$ cat config.mk
export PLATFORM = sky130hd
export DESIGN_NAME = gen_linear_part_pipe
export DESIGN_NICKNAME = d
export VERILOG_FILES = /design/src/rtl/cla_pkg.sv /design/src/rtl/cla_carry_reduce.sv /design/src/rtl/gen_linear_part_pipe.sv
export SDC_FILE = /design/constraint.sdc
export NUM_CORES = 1
export LEC_CHECK = 0
export ABC_AREA = 1
export CAP_MARGIN = 20
export CORE_AREA = 4 4 210 212
export CTS_CLUSTER_DIAMETER = 150
export DETAILED_ROUTE_END_ITERATION = 10
export DIE_AREA = 0 0 214 216
export HOLD_SLACK_MARGIN = 0.03
export PLACE_DENSITY = 0.6
export SLEW_MARGIN = 20
export SYNTH_ARGS = -nofsm -noshare
export SYNTH_HDL_FRONTEND = slang
export SYNTH_SLANG_ARGS = --single-unit
$ cat constraint.sdc
create_clock -name clk -period 3.5 [get_ports clk]
set_input_delay 0.525 -clock clk [delete_from_list [all_inputs] [get_ports clk]]
set_output_delay 0.525 -clock clk [all_outputs]
set_load 0.1 [all_outputs]
$ cat src/rtl/cla_pkg.sv
// Shared constants and group-range table for the decomposed 8-bit CLA adder.
package cla_pkg;

  localparam int ADDER_W    = 8;
  localparam int NL_W       = 501;
  localparam int NUM_GROUPS = 7;

  // Group i holds 2^(i+2)-1 product terms; groups are packed from bit 0 upward.
  function automatic int group_lo(input int i);
    return (1 << (i + 2)) - 4 - i;
  endfunction

  function automatic int group_hi(input int i);
    return (1 << (i + 3)) - 6 - i;
  endfunction

endpackage

$ cat src/rtl/cla_carry_reduce.sv
// Combinational carry recovery: each product group XOR-reduces to the carry
// into the next bit position. Carry-in is zero, so bit 0 has no carry.
module cla_carry_reduce
  import cla_pkg::*;
(
  input  logic [NL_W-1:0]    n,
  output logic [ADDER_W-1:1] c
);

  // One XOR reduction per group; group i produces the carry into bit i+1.
  for (genvar i = 0; i < NUM_GROUPS; i++) begin : g_grp
    localparam int LO = group_lo(i);
    localparam int HI = group_hi(i);
    assign c[i+1] = ^n[HI:LO];
  end

endmodule

$ cat src/rtl/gen_linear_part_pipe.sv
// Two-stage registered linear recombination of the decomposed CLA adder.
//
// Handshake: a transfer happens on a rising edge where valid and ready are
// both high. Producers hold valid and data stable until that edge; ready may
// depend combinationally on the downstream ready (in_ready follows out_ready
// through both stages, there is no skid buffer).
module gen_linear_part_pipe
  import cla_pkg::*;
#(
  parameter int CNT_W = 16
) (
  input  logic                clk,
  input  logic                rst_n,
  input  logic                clr,
  input  logic                in_valid,
  output logic                in_ready,
  input  logic [ADDER_W-1:0]  a,
  input  logic [ADDER_W-1:0]  b,
  input  logic [NL_W-1:0]     n,
  output logic                out_valid,
  input  logic                out_ready,
  output logic [ADDER_W-1:0]  s,
  output logic [CNT_W-1:0]    result_cnt
);

  logic                v1;
  logic                v2;
  logic                adv1;
  logic                adv2;
  logic [ADDER_W-1:0]  p_q;
  logic [ADDER_W-1:1]  c_q;
  logic [ADDER_W-1:1]  c_d;

  // n is trusted as-is; a corrupted n simply yields a wrong sum.
  cla_carry_reduce u_carry (
    .n (n),
    .c (c_d)
  );

  // A stage moves when it is empty or its successor is moving.
  assign adv2      = !v2 || out_ready;
  assign adv1      = !v1 || adv2;
  assign in_ready  = adv1;
  assign out_valid = v2;

  // Valid bits: cleared by reset and flush, otherwise shift with the stages.
  always_ff @(posedge clk or negedge rst_n) begin
    if (!rst_n) begin
      v1 <= 1'b0;
      v2 <= 1'b0;
    end else if (clr) begin
      v1 <= 1'b0;
      v2 <= 1'b0;
    end else begin
      if (adv1) v1 <= in_valid;
      if (adv2) v2 <= v1;
    end
  end

  // Stage 1 data: propagate terms and recovered carries, captured on accept.
  always_ff @(posedge clk) begin
    if (adv1 && in_valid) begin
      p_q <= a ^ b;
      c_q <= c_d;
    end
  end

  // Stage 2 data: the sum, held stable while the consumer stalls.
  always_ff @(posedge clk or negedge rst_n) begin
    if (!rst_n) begin
      s <= '0;
    end else if (adv2 && v1) begin
      s <= p_q ^ {c_q, 1'b0};
    end
  end

  // Completed-handshake counter; wraps naturally, flush wins over counting.
  always_ff @(posedge clk or negedge rst_n) begin
    if (!rst_n) begin
      result_cnt <= '0;
    end else if (clr) begin
      result_cnt <= '0;
    end else if (v2 && out_ready) begin
      result_cnt <= result_cnt + CNT_W'(1);
    end
  end

endmodule

==> Word-level counts from Yosys, hierarchy flattened <==
Cells that the tools add are included.
{ "totals": {"register_bits": 41, "input_bits": 522, "out_inout_bits": 26} }
{ "op_classes": {"addsub": 1, "mux": 6, "n_bitwise": 2, "n_reduce_logical": 17} }
{ "op_table": {"columns": ["operator", "n"], "rows": [
  ["$reduce_xor 255->1", 1],
  ["$reduce_xor 127->1", 1],
  ["$reduce_xor 63->1", 1],
  ["$mux 16", 2],
  ["$reduce_xor 31->1", 1],
  ["$add 16x1->16 const B", 1],
  ["$xor 8x8->8", 2],
  ["$reduce_xor 15->1", 1],
  ["$reduce_xor 7->1", 1],
  ["$reduce_bool 2->1", 3],
  ["$mux 1", 4],
  ["$logic_and 1x1->1", 3],
  ["$reduce_xor 3->1", 1],
  ["$logic_not 1->1", 2],
  ["$logic_or 1x1->1", 2]
]} }

==> Longest topological paths before layout <==
Gate-level depths: netlist of the first run.
{ "depth": {"depth_word": 5, "depth_mapped": 20, "depth_no_buf": 20} }

==> By module <==
From an unflattened synthesis of the first run, not the netlist that was laid out.
{ "unflattened": {"cells_unflattened": 2026, "hier_area_um2": 10583.9} }
{ "modules_own_cells": {"columns": ["module", "instances", "cells_each", "area_per_inst_um2", "seq_area_each_um2"], "rows": [
  ["cla_carry_reduce", 1, 1833, 8720.9, 0.0],
  ["gen_linear_part_pipe", 1, 193, 1863.0, 1101.1]
]} }

==> Least setup slack after synthesis of the first run <==
No wires, ideal clock.
{ "synth_path": {"path_type": "reg2reg", "from": "register v2 (netlist: out_valid)", "to": "register c_q[1] (netlist name) (enable)", "arrival_ns": 2.431, "path_slack_ns": 0.757, "path_stages_with_launch": 4, "n_path_buf": 0, "period_less_slack_ns": 2.743, "path_cell_list": "dfrtp_1 nand3_1 nand2_1 inv_1"} }
{ "synth_between": {"elab_chain_len": 4} }
{ "synth_rtl": {"columns": ["item", "line", "rtl"], "rows": [
  ["start: declaration", "gen_linear_part_pipe.sv:27", "logic v2;"],
  ["start signal: assignment", "gen_linear_part_pipe.sv:56", "if (adv2) v2 <= v1;"],
  ["$logic_not 1->1", "gen_linear_part_pipe.sv:41", "assign adv2 = !v2 || out_ready;"],
  ["$logic_or 1x1->1", "gen_linear_part_pipe.sv:41", null],
  ["$logic_or 1x1->1", "gen_linear_part_pipe.sv:42", "assign adv1 = !v1 || adv2;"],
  ["via in_ready", "gen_linear_part_pipe.sv:16", "output logic in_ready,"],
  ["$logic_and 1x1->1", "gen_linear_part_pipe.sv:62", "if (adv1 && in_valid) begin"],
  ["end signal: assignment", "gen_linear_part_pipe.sv:64", "c_q <= c_d;"],
  ["end: declaration", "gen_linear_part_pipe.sv:31", "logic [ADDER_W-1:1] c_q;"]
]} }
The timed path passes the listed nets, and every way through them passes these cells.
A chain may end at the register's enable or synchronous reset.

==> Worst setup path in the final report of the first run <==
{ "layout_path": {"from": "register result_cnt[11]", "to": "output port result_cnt[11]"} }
{ "layout_lines": {"columns": ["item", "line", "rtl"], "rows": [
  ["start: declaration", "gen_linear_part_pipe.sv:23", "output logic [CNT_W-1:0] result_cnt"],
  ["start signal: assignment", "gen_linear_part_pipe.sv:84", "result_cnt <= result_cnt + CNT_W'(1);"]
]} }
No word-level cell between the ends.

==> summary.md, run 1 <==
| Metric | Value |
|---|---|
| Start-to-end type of the worst setup path | `reg -> out` |
| # resized after CTS | `0` |
| Worst IR drop on VDD | `slightly below 0.2 mV` |
| Detailed placement HPWL | `~36000 µm` |
| Detailed Route WL | `38900 µm` |
| Worst slew pin tran | `between 1 and 1.5 ns` |
| Chip Height | `approximately 220 µm` |
| Min Tclk post-route | `around 2.4 ns` |
| Sum of internal, switching and leakage power | `roughly 4.4 mW` |
| Via density | `around 4.2` |
| Area delta synth->final | `60.5%` |
| Placer's final routability congestion estimate | `about 0.89` |
| Post-Synthesis Net Count | `2485` |
| Setup-failing EPs final | `0` |
| Total die area | `roughly 46000 µm²` |
| CTS tree | `yes` |
| Maximum clock rate | `408 MHz` |
| Count of warnings emitted by yosys | `0` |
| Post-Syn Area per Cell | `5.29 µm²` |
| Critical path arrival | `about 1.9 ns` |
| Detailed Route Iter0 Violations | `between 400 and 500` |
| Postcts setup bufs | `0` |
| Length of the first detailed-routing pass in iterations | `5` |
| Class of the tightest hold or removal check | `reg -> reg` |
| Port-buffer cells | `about 550` |
| Worst path top cell family by delay | `buffers and inverters` |
| Wire length of the first global-routing pass | `60300 µm` |
| Clock latency at the later pin of the worst-skew pair | `about 0.29 ns` |
| Maximum fanout along the worst path | `6` |
| Share of post-route cells with drive strength above 1 | `0.0215` |
| Cell area power density | `263 nW/µm²` |
| Worst path required time | `roughly 3.0 ns` |
| Area occupied by multi-input gates | `8470 µm²` |
| Number of hold buffers added after CTS | `0` |
| Most instantiated flip-flop cell in the synthesis netlist | `sky130_fd_sc_hd__dfrtp_1` |
| Syn Std Cell Area | `a little over 10000 µm²` |
| Number of core rows | `75` |
| Number of clock buffers inserted by TritonCTS | `5` |
| Via count of the first global-routing pass | `between 10000 and 15000` |
| Total leakage power | `approximately 8.4 nW` |
| Width of the die | `about 210 µm` |
| Drc violations | `0` |
| # clock sinks | `41` |
| Gate count of the mapped netlist | `~2000` |
| Async set-reset flop share out of synthesis | `0.634` |
| Initial standard-cell utilization of the core | `0.248` |
| Total GRT Usage | `0.159` |
| Number of vias after detailed routing | `roughly 13000` |
| Count of flip-flops with a built-in enable after synthesis | `15` |
| Kind of capture point of the worst setup path | `primary output` |
| CP Launch Type | `register` |
| Fin Clk Skew | `approximately 0.005 ns` |
| Routed Antenna Nets | `0` |
| Clock Pin Slew Worst Setup and Hold Paths | `~0.060 ns` |
| Cell area after placement | `approximately 17000 µm²` |
| Pin count of the biggest net entering global routing | `27` |
| Number of nets at the end of the flow | `a little over 3000` |
| Maximum level of the CTS H-tree | `2` |
| Worst rel slew slack | `0.295` |
| Filler cells | `about 4400` |
| CP cell instances | `clkdlybuf4s50_1` |
| Sum of negative setup slack | `0 ns` |
| RSZ-0062 raised after global routing | `no` |
| Buffers plus inverters on the worst setup path | `1` |
| Clk root buf | `sky130_fd_sc_hd__clkbuf_16` |
| Seq. cell area | `around 1100 µm²` |
| Number of antenna violations at the first check in global routing | `6` |
| Status | `completed` |
| Total count of max-transition violations in the final report | `0` |
| GRT Residual Overflow | `0` |
| Number of endpoints with negative hold slack in the final report | `0` |
| Routed wire per std cell | `between 10 and 15 µm` |
| Final design area excluding fillers | `~17000 µm²` |
| I/O pin total | `approximately 550` |
| Cell type of the slowest stage on the worst timing path | `sky130_fd_sc_hd__clkdlybuf4s50_1` |
| Share of synthesized area occupied by flip-flops and latches | `0.106` |
| Number of register bits inferred by synthesis | `41` |
| Max cap viols | `0` |
| Core area | `between 40000 and 50000 µm²` |
| Max stage delay on crit path | `1.19 ns` |
| Count of unique library cells instantiated by Yosys | `25` |
| Maximum count of clock buffers along a single path | `2` |
| Tcrit/Tclk final | `0.700` |
## Yosys cell counts (all sizes together), types with 2 or more instances
cell,n,area (µm²)
nand2,1202,4540
xnor2,255,2290
inv,211,792
xor2,115,1010
nor2,59,229
nand3,32,160
dfrtp,26,651
edfxtp,15,450
o21ai,15,75.1
nor3,9,45.0
a21oi,8,40.0
clkbuf,3,11.3
a221oi,2,17.5
clkinv,2,7.51
nand4,2,12.5
## flip-flops by register name, indices dropped and copies added, names as in the netlist
signal      count
result_cnt     16
p_q             8
s               8
c_q             7
out_valid       1
v1              1
## cell usage in the layout, fill, tap and decap left out, drive strengths merged, types with 2 or more instances in the layout
cell              n
nand2          1202
clkdlybuf4s50   540
xnor2           255
inv             211
xor2            115
nor2             59
nand3            32
dfrtp            26
o21ai            15
edfxtp           15
nor3              9
a21oi             8
buf               8
diode             5
clkbuf            5
clkinv            4
nand4             2
a221oi            2
## worst paths after layout
check,slack (ns),endpoint,start,depth (start not counted)
worst max-delay path,1.05,result_cnt[11],result_cnt[11],1
worst min register to register,0.48,s[0],p_q[0],1
max in group asynchronous,2.61,s[2],rst_n,2
worst max register to register,1.69,result_cnt[15],result_cnt[2],11
worst min-delay path,0.48,s[0],p_q[0],1
min in group asynchronous,0.61,result_cnt[15],rst_n,2
## where the power goes
part	total (mW)	internal, mW	switching (mW)
logic	3.29	1.49	1.80
clock network	0.456	0.262	0.195
registers	0.644	0.606	0.0381
## cell families after synthesis
| kind of cell | count (synthesis) | synth area share |
|---|---|---|
| xor+xnor | 370 | 0.318 |
| mux | 1 | 0.00108 |
| simple gates | 1305 | 0.481 |
| buf+inv | 216 | 0.0781 |
| fa+ha+maj | 1 | 0.00120 |
| flops | 41 | 0.106 |
| compound gates | 28 | 0.0152 |
## stage by stage
step                worst slack [ns]  hold WS, ns  utilization  cells
floorplan                      0.757        0.229            -   1962
global placement               0.824        0.460        0.394   3046
detailed placement             0.836        0.466        0.394   3046
CTS                             1.03        0.480        0.397   3054
global route                   0.827        0.500        0.397   3059
finish                          1.05        0.478        0.397   3059
## layout make-up
type / instances / area share
Antenna cell: 5 / 0.000751
Inverter: 213 / 0.0480
Multi-Input combinational cell: 1705 / 0.508
Clock inverter: 3 / 0.00105
Tap cell: 539 / 0.0405
Sequential cell: 41 / 0.0661
Timing Repair Buffer: 548 / 0.328
Clock buffer: 5 / 0.00751
## metal layers
metal,global-route usage,vias up,part of all wire
li1,-,6914,-
met1,0.177,5500,0.41
met2,0.311,326,0.52
met3,0.0266,36,0.050
met4,0.0387,0,0.019
met5,0,-,0
Note: power is estimated with default switching activity, not from simulation.
==> inputs of run 2 (changes only) <==
Settings changed: CORE_AREA 4 4 210 212 to 4 4 212 214, DIE_AREA 0 0 214 216 to 0 0 216 218, PLACE_DENSITY 0.6 to 0.62.
Clock period 3.5 ns to 2.2 ns, I/O delays scaled along.
==> summary.md, run 2 (same netlist as run 1, synthesis figures left out) <==
| Metric | Value |
|---|---|
| Routed wire per std cell | `12.7 µm (-0.38%)` |
| Area delta synth->final | `72.2%` |
| Pin count of the biggest net entering global routing | `27 (unchanged)` |
| Switching share of power | `0.448 (-0.0147)` |
| Wire length of the first global-routing pass | `59600 µm (-1.2%)` |
| Part of the total power dissipated in sequential elements | `0.137 (-0.010)` |
| Worst-case setup slack after placement | `-0.376 ns (-1.21 ns)` |
| Max cap viols | `0 (unchanged)` |
| Clock network fraction of design power | `0.129 (+0.025)` |
| Via count of the first global-routing pass | `12395 (-0.040%)` |
| Port-buffer cells | `547 (unchanged)` |
| Cell type of the slowest stage on the worst timing path | `sky130_fd_sc_hd__clkdlybuf4s50_1` |
| Number of endpoints with negative hold slack in the final report | `0 (unchanged)` |
| Total die area | `47100 µm² (+1.9%)` |
| Most used cells in the layout excluding fill and tap cells | `1150 x sky130_fd_sc_hd__nand2_1, 399 x sky130_fd_sc_hd__clkdlybuf4s50_1, 216 x sky130_fd_sc_hd__xnor2_1` |
| Maximum level of the CTS H-tree | `2 (unchanged)` |
| Placer's final routability congestion estimate | `0.865 (-2.7%)` |
| Chip Height | `218 µm (+0.93%)` |
| Maximum count of clock buffers along a single path | `2 (unchanged)` |
| Final standard cell count with taps included and fillers excluded | `3140 (+2.6%)` |
| Status | `completed` |
| Library cell appearing most often on the critical path | `sky130_fd_sc_hd__nand2_1` |
| Internal | `4.14 mW (+76%)` |
| CP Launch Type | `input pin` |
| Kind of capture point of the worst setup path | `register` |
| Fin Clk Skew | `0.00515 ns (+0.000235 ns)` |
| Critical path arrival | `2.09 ns (+0.17 ns)` |
| Clock latency at the later pin of the worst-skew pair | `0.29 ns (about the same)` |
| Net Sw Power | `3.36 mW (+66%)` |
| Final Hold Slack | `0.422 ns (-0.0554 ns)` |
| CP cell instances | `clkdlybuf4s50_1 -> xnor2_2 -> nand2_1 -> nand2_1 -> nand2_1 -> nand2_1 -> nand2_1 -> nand2_1 -> nand2_1 -> nand2_2 -> nand2_2 -> inv_2 -> nor2_4 -> nand2_1 -> nand2_2 -> nand2_1 -> nand2_1` |
| Worst path required time | `2.24 ns (-0.73 ns)` |
| Detailed placement HPWL | `36000 µm (+0.62%)` |
| Largest registers | `result_cnt x16, p_q x8, s x8` |
| Routed Antenna Nets | `0 (unchanged)` |
| Worst slew pin tran | `0.464 ns (-0.591 ns)` |
| Total count of max-transition violations in the final report | `0 (unchanged)` |
| Start-to-end type of the worst setup path | `in -> reg` |
| Number of hold buffers added after CTS | `0 (unchanged)` |
| GRT Residual Overflow | `0 (unchanged)` |
| Final design area excluding fillers | `17900 µm² (+7.3%)` |
| Number of antenna violations at the first check in global routing | `19 (+13)` |
| Class of the tightest hold or removal check | `in -> async` |
| Most common cell after layout, fill and taps aside | `sky130_fd_sc_hd__nand2_1` |
| Cell area power density | `420 nW/µm² (+59%)` |
| Drc violations | `0 (unchanged)` |
| Register with the most flip-flops | `result_cnt` |
| RSZ-0062 raised after global routing | `yes` |
| Total GRT Usage | `0.154 (-0.00433)` |
| CTS tree | `yes` |
| Detailed Route Iter0 Violations | `569 (+32%)` |
| Maximum clock rate | `488 MHz` |
| # clock sinks | `41 (unchanged)` |
| Min Tclk post-route | `between 2 and 2.5 ns` |
| Length of the first detailed-routing pass in iterations | `5 (unchanged)` |
| Maximum fanout along the worst path | `2 (-4)` |
| Detailed Route WL | `39700 µm (+2.3%)` |
| Setup WS post-layout | `0.150 ns (-0.900 ns)` |
| Number of placed instances with taps included | `3121 (+2.5%)` |
| Worst IR drop on VDD | `0.340 mV (+72%)` |
| Max stage delay on crit path | `0.57 ns (-0.62 ns)` |
| Tcrit/Tclk final | `0.932` |
| Cell area after placement | `16800 µm² (+1.6%)` |
| Number of core rows | `76 (+1.3%)` |
| Number of vias after detailed routing | `13059 (+2.2%)` |
| Number of nets at the end of the flow | `3066 (+0.95%)` |
| Clk root buf | `sky130_fd_sc_hd__clkbuf_16` |
| Width of the die | `216 µm (+0.93%)` |
| Clock Pin Slew Worst Setup and Hold Paths | `0.07 ns (about the same)` |
| Initial standard-cell utilization of the core | `0.242 (-0.00543)` |
| Total leakage power | `9.97 nW (+18%)` |
| Worst path top cell family by delay | `simple AND/OR/NAND/NOR gates` |
| Via density | `4.16 (-0.42%)` |
| Number of clock buffers inserted by TritonCTS | `5 (unchanged)` |
| Gate power share | `0.734 (-0.015)` |
| I/O pin total | `548 (unchanged)` |
| Share of post-route cells with drive strength above 1 | `0.0869 (+0.0654)` |
| Flip-flop count of the largest register, all copies and words added | `16 (unchanged)` |
| Core area | `42900 µm² (+2.2%)` |
| Setup-failing EPs final | `0 (unchanged)` |
| Buffers plus inverters on the worst setup path | `2 (+1)` |
| Worst rel slew slack | `0.690 (+0.395)` |
[run 2: layer usage]
layer | wire [µm] | vias to the layer above | GRT usage | share of wire
li1 | - | 6956 | - | -
met1 | 15300 | 5697 | 0.166 | 0.39
met2 | 21000 | 357 | 0.303 | 0.53
met3 | 2820 | 41 | 0.0431 | 0.071
met4 | 531 | 8 | 0.0269 | 0.013
met5 | 54 | - | 0 | 0.0014
[run 2: layout make-up]
class	count	area, µm²
antenna	11	27.5
clock buffer	5	125
clock inverter	3	68.8
fill	4461	25000
inverter	213	800
multi-input combinational	1705	9070
sequential	41	1110
tap	585	732
timing repair buffer	577	5960
[run 2: power groups by stage]
stage | sequential [mW] | clock (mW) | combinational (mW)
6_report | 1.03 | 0.969 | 5.51
5_1_grt | 1.04 | 1.03 | 6.17
4_1_cts | 1.03 | 0.987 | 5.42
3_5_place_dp | 1.04 | 0 | 5.39
3_3_place_gp | 1.04 | 0 | 5.29
2_1_floorplan | 1.42 | 0 | 3.00
[run 2: final timing paths]
kind,startpoint,to,slack [ns],cells after the start
worst min register to register,s[2],s[2],0.49,2
worst max-delay path,n[391],c_q[7],0.15,17
worst max register to register,result_cnt[2],result_cnt[15],0.47,11
worst min-delay path,rst_n,result_cnt[15],0.42,2
min in group clk,s[2],s[2],0.49,2
max in group asynchronous,rst_n,out_valid,1.49,2
[run 2: worst reg2reg max path: stages (launching register included)]
cell and delay, ns:
sky130_fd_sc_hd__dfrtp_2 0.39, sky130_fd_sc_hd__inv_1 0.06, sky130_fd_sc_hd__nor3_1 0.24, sky130_fd_sc_hd__inv_1 0.09, sky130_fd_sc_hd__nor2_2 0.12, sky130_fd_sc_hd__inv_1 0.07, sky130_fd_sc_hd__nor2_1 0.12, sky130_fd_sc_hd__inv_1 0.08
sky130_fd_sc_hd__nor2_1 0.13, sky130_fd_sc_hd__nand4_1 0.11, sky130_fd_sc_hd__o21ai_0 0.17, sky130_fd_sc_hd__a21oi_1 0.06
[run 2: per-stage QoR]
| step | util | power, mW | setup TNS [ns] |
|---|---|---|---|
| 2_1_floorplan | - | 4.42 | 0 |
| 3_3_place_gp | 0.391 | 6.33 | -0.562 |
| 3_5_place_dp | 0.391 | 6.44 | -0.570 |
| 4_1_cts | 0.396 | 7.44 | 0 |
| 5_1_grt | 0.417 | 8.24 | -0.0273 |
| 6_report | 0.417 | 7.51 | 0 |
[run 2: timing repair]
item	CTS	global route
endpoints found under the setup margin	1	2
resized for setup	6	236
buffers inserted	0	0
pin swaps	0	48
